$ cat config.mk
export PLATFORM = sky130hd
export DESIGN_NAME = wb_port_arbiter
export DESIGN_NICKNAME = d
export VERILOG_FILES = /design/src/rtl/wb_port_arbiter_pkg.sv /design/src/rtl/wb_scoreboard.sv /design/src/rtl/wb_port_arbiter.sv
export SDC_FILE = /design/constraint.sdc
export NUM_CORES = 1
export LEC_CHECK = 0
export ABC_CLOCK_PERIOD_IN_PS = 2200
export CAP_MARGIN = 30
export CELL_PAD_IN_SITES_DETAIL_PLACEMENT = 0
export CELL_PAD_IN_SITES_GLOBAL_PLACEMENT = 1
export CORE_ASPECT_RATIO = 1.1
export CORE_UTILIZATION = 30
export DETAILED_ROUTE_END_ITERATION = 8
export MAX_ROUTING_LAYER = met4
export PLACE_DENSITY_LB_ADDON = 0.1
export SLEW_MARGIN = 10
export SYNTH_ARGS = -nofsm -noshare
export SYNTH_HDL_FRONTEND = slang
export SYNTH_SLANG_ARGS = --single-unit
$ cat constraint.sdc
create_clock -name clk -period 2.2 [get_ports clk]
set_input_delay 0.44 -clock clk [delete_from_list [all_inputs] [get_ports clk]]
set_output_delay 0.44 -clock clk [all_outputs]
set_load 0.05 [all_outputs]
$ cat src/rtl/wb_port_arbiter_pkg.sv
// wb_port_arbiter_pkg: shared sizes and source encoding for the write-back port arbiter
package wb_port_arbiter_pkg;
  localparam int WB_DATA_W   = 64;
  localparam int WB_ADDR_W   = 5;
  localparam int WB_NUM_REGS = 32;
  typedef enum logic {SRC_ALU = 1'b0, SRC_MEM = 1'b1} src_e;
  // MEM as the reset history makes ALU win the first tie after reset
  localparam src_e LAST_GRANT_RST = SRC_MEM;
endpackage

$ cat src/rtl/wb_scoreboard.sv
// wb_scoreboard: per-register pending bits, set on issue and cleared on write-back accept
module wb_scoreboard
  import wb_port_arbiter_pkg::*;
#(
  parameter int ADDR_W   = WB_ADDR_W,
  parameter int NUM_REGS = WB_NUM_REGS
) (
  input  logic                clk,
  input  logic                rst_n,
  input  logic                i_set,
  input  logic [ADDR_W-1:0]   i_set_rd,
  input  logic                i_clr,
  input  logic [ADDR_W-1:0]   i_clr_rd,
  output logic [NUM_REGS-1:0] o_pending
);
  logic [NUM_REGS-1:0] r_pending;
  logic [NUM_REGS-1:0] w_set;
  logic [NUM_REGS-1:0] w_clr;
  assign w_set = (i_set && i_set_rd != '0) ? NUM_REGS'(1) << i_set_rd : '0;
  assign w_clr = (i_clr && i_clr_rd != '0) ? NUM_REGS'(1) << i_clr_rd : '0;
  // set applied after clear: a newer producer for the same rd stays outstanding
  always_ff @(posedge clk) begin
    if (!rst_n) r_pending <= '0;
    else r_pending <= (r_pending & ~w_clr) | w_set;
  end
  assign o_pending = r_pending;
endmodule

$ cat src/rtl/wb_port_arbiter.sv
// wb_port_arbiter: round-robin ALU/load arbiter driving the single register-file write port
module wb_port_arbiter
  import wb_port_arbiter_pkg::*;
#(
  parameter int DATA_W   = WB_DATA_W,
  parameter int ADDR_W   = WB_ADDR_W,
  parameter int NUM_REGS = WB_NUM_REGS,
  parameter int CNT_W    = 16
) (
  input  logic                clk,
  input  logic                rst_n,
  input  logic                alu_valid,
  input  logic [ADDR_W-1:0]   alu_rd,
  input  logic [DATA_W-1:0]   alu_data,
  output logic                alu_ready,
  input  logic                mem_valid,
  input  logic [ADDR_W-1:0]   mem_rd,
  input  logic [DATA_W-1:0]   mem_data,
  output logic                mem_ready,
  input  logic                iss_valid,
  input  logic [ADDR_W-1:0]   iss_rd,
  output logic                rf_we,
  output logic [ADDR_W-1:0]   rf_waddr,
  output logic [DATA_W-1:0]   rf_wdata,
  output logic [NUM_REGS-1:0] pending,
  output logic [CNT_W-1:0]    wr_count
);
  src_e              r_last;
  logic              r_we;
  logic [ADDR_W-1:0] r_waddr;
  logic [DATA_W-1:0] r_wdata;
  logic [CNT_W-1:0]  r_cnt;
  logic              w_gnt_alu;
  logic              w_gnt_mem;
  logic              w_acc;
  logic              w_commit;
  logic [ADDR_W-1:0] w_rd;
  logic [DATA_W-1:0] w_data;
  assign w_gnt_alu = rst_n && alu_valid && (!mem_valid || r_last == SRC_MEM);
  assign w_gnt_mem = rst_n && mem_valid && (!alu_valid || r_last == SRC_ALU);
  assign w_acc     = w_gnt_alu || w_gnt_mem;
  assign w_rd      = w_gnt_alu ? alu_rd : mem_rd;
  assign w_data    = w_gnt_alu ? alu_data : mem_data;
  // x0 writes are consumed for flow control but never reach the register file
  assign w_commit  = w_acc && (w_rd != '0);
  always_ff @(posedge clk) begin
    if (!rst_n) begin
      r_we    <= 1'b0;
      r_waddr <= '0;
      r_wdata <= '0;
      r_cnt   <= '0;
      r_last  <= LAST_GRANT_RST;
    end else begin
      r_we <= w_commit;
      if (w_commit) begin
        r_waddr <= w_rd;
        r_wdata <= w_data;
        r_cnt   <= r_cnt + 1'b1;
      end
      if (w_acc) r_last <= w_gnt_alu ? SRC_ALU : SRC_MEM;
    end
  end
  wb_scoreboard #(.ADDR_W(ADDR_W), .NUM_REGS(NUM_REGS)) u_sb (
    .clk      (clk),
    .rst_n    (rst_n),
    .i_set    (iss_valid),
    .i_set_rd (iss_rd),
    .i_clr    (w_acc),
    .i_clr_rd (w_rd),
    .o_pending(pending)
  );
  assign alu_ready = w_gnt_alu;
  assign mem_ready = w_gnt_mem;
  assign rf_we     = r_we;
  assign rf_waddr  = r_waddr;
  assign rf_wdata  = r_wdata;
  assign wr_count  = r_cnt;
endmodule

Word-level counts from Yosys, hierarchy flattened
Cells that the tools add are included.
W data, S select, Z words.
Storage, ports and cells
  bits in registers: 119
  input port bits: 148
  output and inout bits: 120
  logic and storage cells: 31
Operators by class
  add/sub/neg operators: 1
  shift operators: 2
  mux-type cells: 5
  bitwise operators: 4
  reduce and logical (&&, ||, !) cells: 13
Operator list (number)
  $mux W32: 2
  $mux W64: 1
  $shl A1 B5 Y32 const A: 2
  $and A32 B32 Y32: 1
  $not A32 Y32: 1
  $or A32 B32 Y32: 1
  $add A16 B1 Y16 const B: 1
  $reduce_bool A5 Y1: 2
  $logic_and A1 B1 Y1: 6
  $mux W5: 1
  $logic_or A1 B1 Y1: 3
  $logic_not A1 Y1: 2
  $mux W1: 1
  $not A1 Y1: 1

Logic depth before layout (Yosys ltp)
  depth in word-level cells: 10
  depth in mapped cells: 9
  mapped depth without buffers: 6

By module
Synthesis repeated with hierarchy kept, for this count alone.
Unflattened totals
  cells, all modules: 562
  area, all modules: 5535.3 µm²
Modules (own cells, without submodules)
  wb_port_arbiter: instances 1, cells an instance 414, area an instance 4142.7 µm²
  wb_scoreboard: instances 1, cells an instance 148, area an instance 1392.6 µm²

Worst setup path after synthesis
Ideal clock, no wire load.
  path type: input to output
  start point: in mem_valid
  end point: out mem_ready
  data arrival time: 2.256 ns
  data required time: 1.760 ns
  path slack: -0.496 ns
  stages: 6
  cells stage by stage: nor2b_1 -> buf_2 -> buf_2 -> nor2_2 -> clkbuf_1 -> nor2_1
Between the ends
  longest elaborated chain between the ends: 2
RTL lines
  start, declared: RTL line wb_port_arbiter.sv:16  | input logic mem_valid,
  $logic_and A1 B1 Y1 (2 in a row): RTL line wb_port_arbiter.sv:40  | assign w_gnt_mem = rst_n && mem_valid && (!alu_valid || r_last == SRC_ALU);
  end, declared: RTL line wb_port_arbiter.sv:19  | output logic mem_ready,
Every way passes these cells.

Final worst setup path
  start point: reg r_cnt[4], in the netlist wr_count[4]
  end point: out wr_count[4]
RTL lines
  start, declared: RTL line wb_port_arbiter.sv:32  | logic [CNT_W-1:0] r_cnt;
  start signal, assigned: RTL line wb_port_arbiter.sv:58  | r_cnt <= r_cnt + 1'b1;
  end, declared: RTL line wb_port_arbiter.sv:26  | output logic [CNT_W-1:0] wr_count
No word-level cell between the ends.

==> results.json <==
{
  "synthArstFlopShare": 0,
  "die_x_um": 135,
  "setup_viol": 0,
  "pin_count": 268,
  "die_y_um": 148,
  "hold_slack_ps": 301,
  "outcome": "complete, no violations",
  "drc": 0,
  "grt-ovfl-total": 0,
  "numPortBuffers": 267,
  "final_util": 0.510,
  "ys.flop_type": "dfxtp_1",
  "synth_top_family_by_area": "compound AO/OA/AOI/OAI gates",
  "power.switching_w": 0.00212,
  "crit_chain": "clkdlybuf4s50_1",
  "setup.worst_path.start_class": "flop",
  "critPathBufInv": 1,
  "hold_buffers": 0,
  "synth_xor_xnor_area_share": 0.00299,
  "intPower_w": 0.00467,
  "tritoncts": "built",
  "tightest_slew_ps": 585,
  "fillCellCount": 1814,
  "cts_max_path_buffers": 2,
  "synth-simple-area-share": 0.205,
  "fin_nets": 1116,
  "synth.top_cell.area_share": 0.407,
  "fin_skew_ps": 6.49,
  "synth_cell_types": 44,
  "post_drt_via_cell_ratio": 5.07,
  "worstPathArrival_ps": 1670,
  "critical_path.top_delay_family": "buffers and inverters",
  "die_area_um2": 20100,
  "cts_root_buf": "clkbuf_16",
  "critPathKind": "reg2out",
  "power_frac_comb": 0.268,
  "grt_antenna_before_repair": 1,
  "drive_gt1_frac": 0.178,
  "drtIter0Drc": 232,
  "hpwl_um": 15600,
  "synth_area_leaders": "dfxtp_1 (41%), a311oi_2 (17%), nand2_1 (8.4%)",
  "vias": 6213,
  "ant_nets": 0,
  "slew_violations": 0,
  "synth.net_count": 822,
  "drv_cap": 0,
  "hp-class": "in2reg",
  "synth_largest_area_cell": "dfxtp_1",
  "synthToLayoutAreaGrowth_pct": 66.4,
  "numClockSinks": 119,
  "cp-end-kind": "output pin",
  "synth_enable_flop_cells": 0,
  "power_density_nw_per_um2": 698,
  "fmax_mhz": 474,
  "cts.clk_slew.worst_paths_ps": 60,
  "post_drt_wl_per_cell_um": 17.8,
  "synth.area.mux_share": 0.0154,
  "start_util": 0.306,
  "synthAdderAreaFrac": 0.00214,
  "synth-seq-cells": 119,
  "slowest_delay_ps": 850,
  "synth_area_per_cell_um2": 8.70,
  "drt_wl_total_um": 21800,
  "gp_congestion": 0.838,
  "finalSetupTns_ps": 0,
  "synth-compound-area-share": 0.317,
  "grt_pass1_wl_um": 33300,
  "grtUsageTotal": 0.221,
  "max_slew_margin": 0.609,
  "power_frac_seq": 0.348,
  "synth_area_um2": 5850,
  "yosys_warnings": 0,
  "h-tree-depth": 4,
  "cts_inserted_buffers": 17,
  "switching_share": 0.312,
  "grt_start_max_net_pins": 51,
  "final-hold-violation-count": 0,
  "synthCells": 673,
  "clkLatencyLatePin_ps": 410,
  "power_frac_clock": 0.384,
  "rsz0062_at_grt": "false",
  "first_pass_iters": 5,
  "core_area_um2": 19100,
  "p_leak_nw": 3.56,
  "slowest_stage": "clkdlybuf4s50_1",
  "grt_pass1_vias": 6261,
  "final.min_clock_period_ps": 2110,
  "rows": 53,
  "worstPathRequired_ps": 1760,
  "ir_drop_mv": 0.487,
  "yosysSeqAreaShare": 0.407,
  "path_max_fanout": 6,
  "period_share": 0.959
}
## area by class of cell
| class | instances | area [µm²] | area share |
|---|---|---|---|
| multi-input combinational | 494 | 3200 | 0.328 |
| sequential | 119 | 2380 | 0.245 |
| clock inverter | 9 | 77.6 | 0.00796 |
| antenna | 1 | 2.50 | 0.000257 |
| tap | 247 | 309 | 0.0317 |
| timing repair buffer | 332 | 3280 | 0.337 |
| clock buffer | 21 | 470 | 0.0483 |
| inverter | 3 | 18.8 | 0.00193 |
## what timing repair did
action / in CTS / in global routing
buffers inserted: 3 / 0
resized for setup: 2 / 4
setup endpoints to repair: 2 / 16
pin swaps: 1 / 0
## cells in the final DEF, fill, tap and decap left out, drive strengths merged, types with 2 or more instances in the layout
cell and count:
nand4 6, and2 6, dfxtp 119, mux2i 9, clkinvlp 3, a21oi 13, nor3 5, or3 4
a32o 9, nand2b 17, buf 69, xnor2 2, o211ai 27, clkinv 5, o22ai 4, clkbuf 21
and3 6, a21boi 4, nor4b 2, inv 3, nand3b 2, and4 3, nand3 8, dlymetal6s2s 2
o21ai 76, nor2 82, nand2 131, a311oi 66, a22oi 2, clkdlybuf4s50 260
## path summary, 6_finish.rpt
check             slack (ps)                         to  cells after the start                      from
setup / recovery          90                wr_count[4]                      1  wr_count[4]$_SDFFE_PN0P_
hold / removal           300        r_last$_SDFFE_PN1P_                      2                     rst_n
setup reg to reg         300  rf_wdata[58]$_SDFFE_PN0P_                      8       r_last$_SDFFE_PN1P_
hold reg to reg          460   rf_waddr[2]$_SDFFE_PN0P_                      2  rf_waddr[2]$_SDFFE_PN0P_
## cell usage after synthesis (3+ instances only)
cell type / instances
nand4_1: 6
buf_2: 8
a32o_1: 9
and3_1: 6
buf_6: 8
o211ai_1: 26
a21boi_0: 3
and4_1: 3
a311oi_2: 66
clkbuf_1: 35
o22ai_1: 4
mux2i_1: 9
nand3_1: 8
nand2b_1: 17
dfxtp_1: 119
o21ai_0: 75
or3_1: 4
nor2_1: 81
nor3_1: 5
and2_1: 6
a21oi_1: 13
nand2_1: 131
buf_1: 5
## through the flow
stage	instance area [µm²]	power (W)	instances	setup slack, ps
floorplan	5860	0.00345	673	15.7
detailed placement	9160	0.00423	1192	-307
finish	9740	0.00680	1226	90.4
global route	9740	0.00710	1226	12.9
CTS	9720	0.00688	1225	41.5
global placement	9160	0.00420	1192	-265
## registers in the layout (all words and copies together) (netlist names)
| name | count |
|---|---|
| rf_we | 1 |
| rf_wdata | 64 |
| r_last | 1 |
| wr_count | 16 |
| u_sb.o_pending | 32 |
| rf_waddr | 5 |
## cell families after synthesis
kind of cell,count (synthesis)
AOI/OAI and AO/OA,206
xor gates and xnor gates,2
adders and majority gates,1
buffers and inverters,60
DFF,119
muxes,9
and+or+nand+nor,276
## metal layers
layer	vias to the layer above	part of all wire	wire [µm]	GRT usage
li1	3041	-	-	-
met1	2960	0.41	9010	0.247
met2	195	0.51	11100	0.384
met3	17	0.061	1340	0.0549
met4	0	0.015	324	0.0691
met5	-	0	0	-
## power by group through the flow
stage	logic, W	clock network (W)	registers (W)
finish	0.00182	0.00261	0.00236
global route	0.00193	0.00279	0.00238
CTS	0.00183	0.00268	0.00237
detailed placement	0.00182	0	0.00241
global placement	0.00179	0	0.00240
floorplan	0.000589	0	0.00286
(Power assumes the default switching activity.)
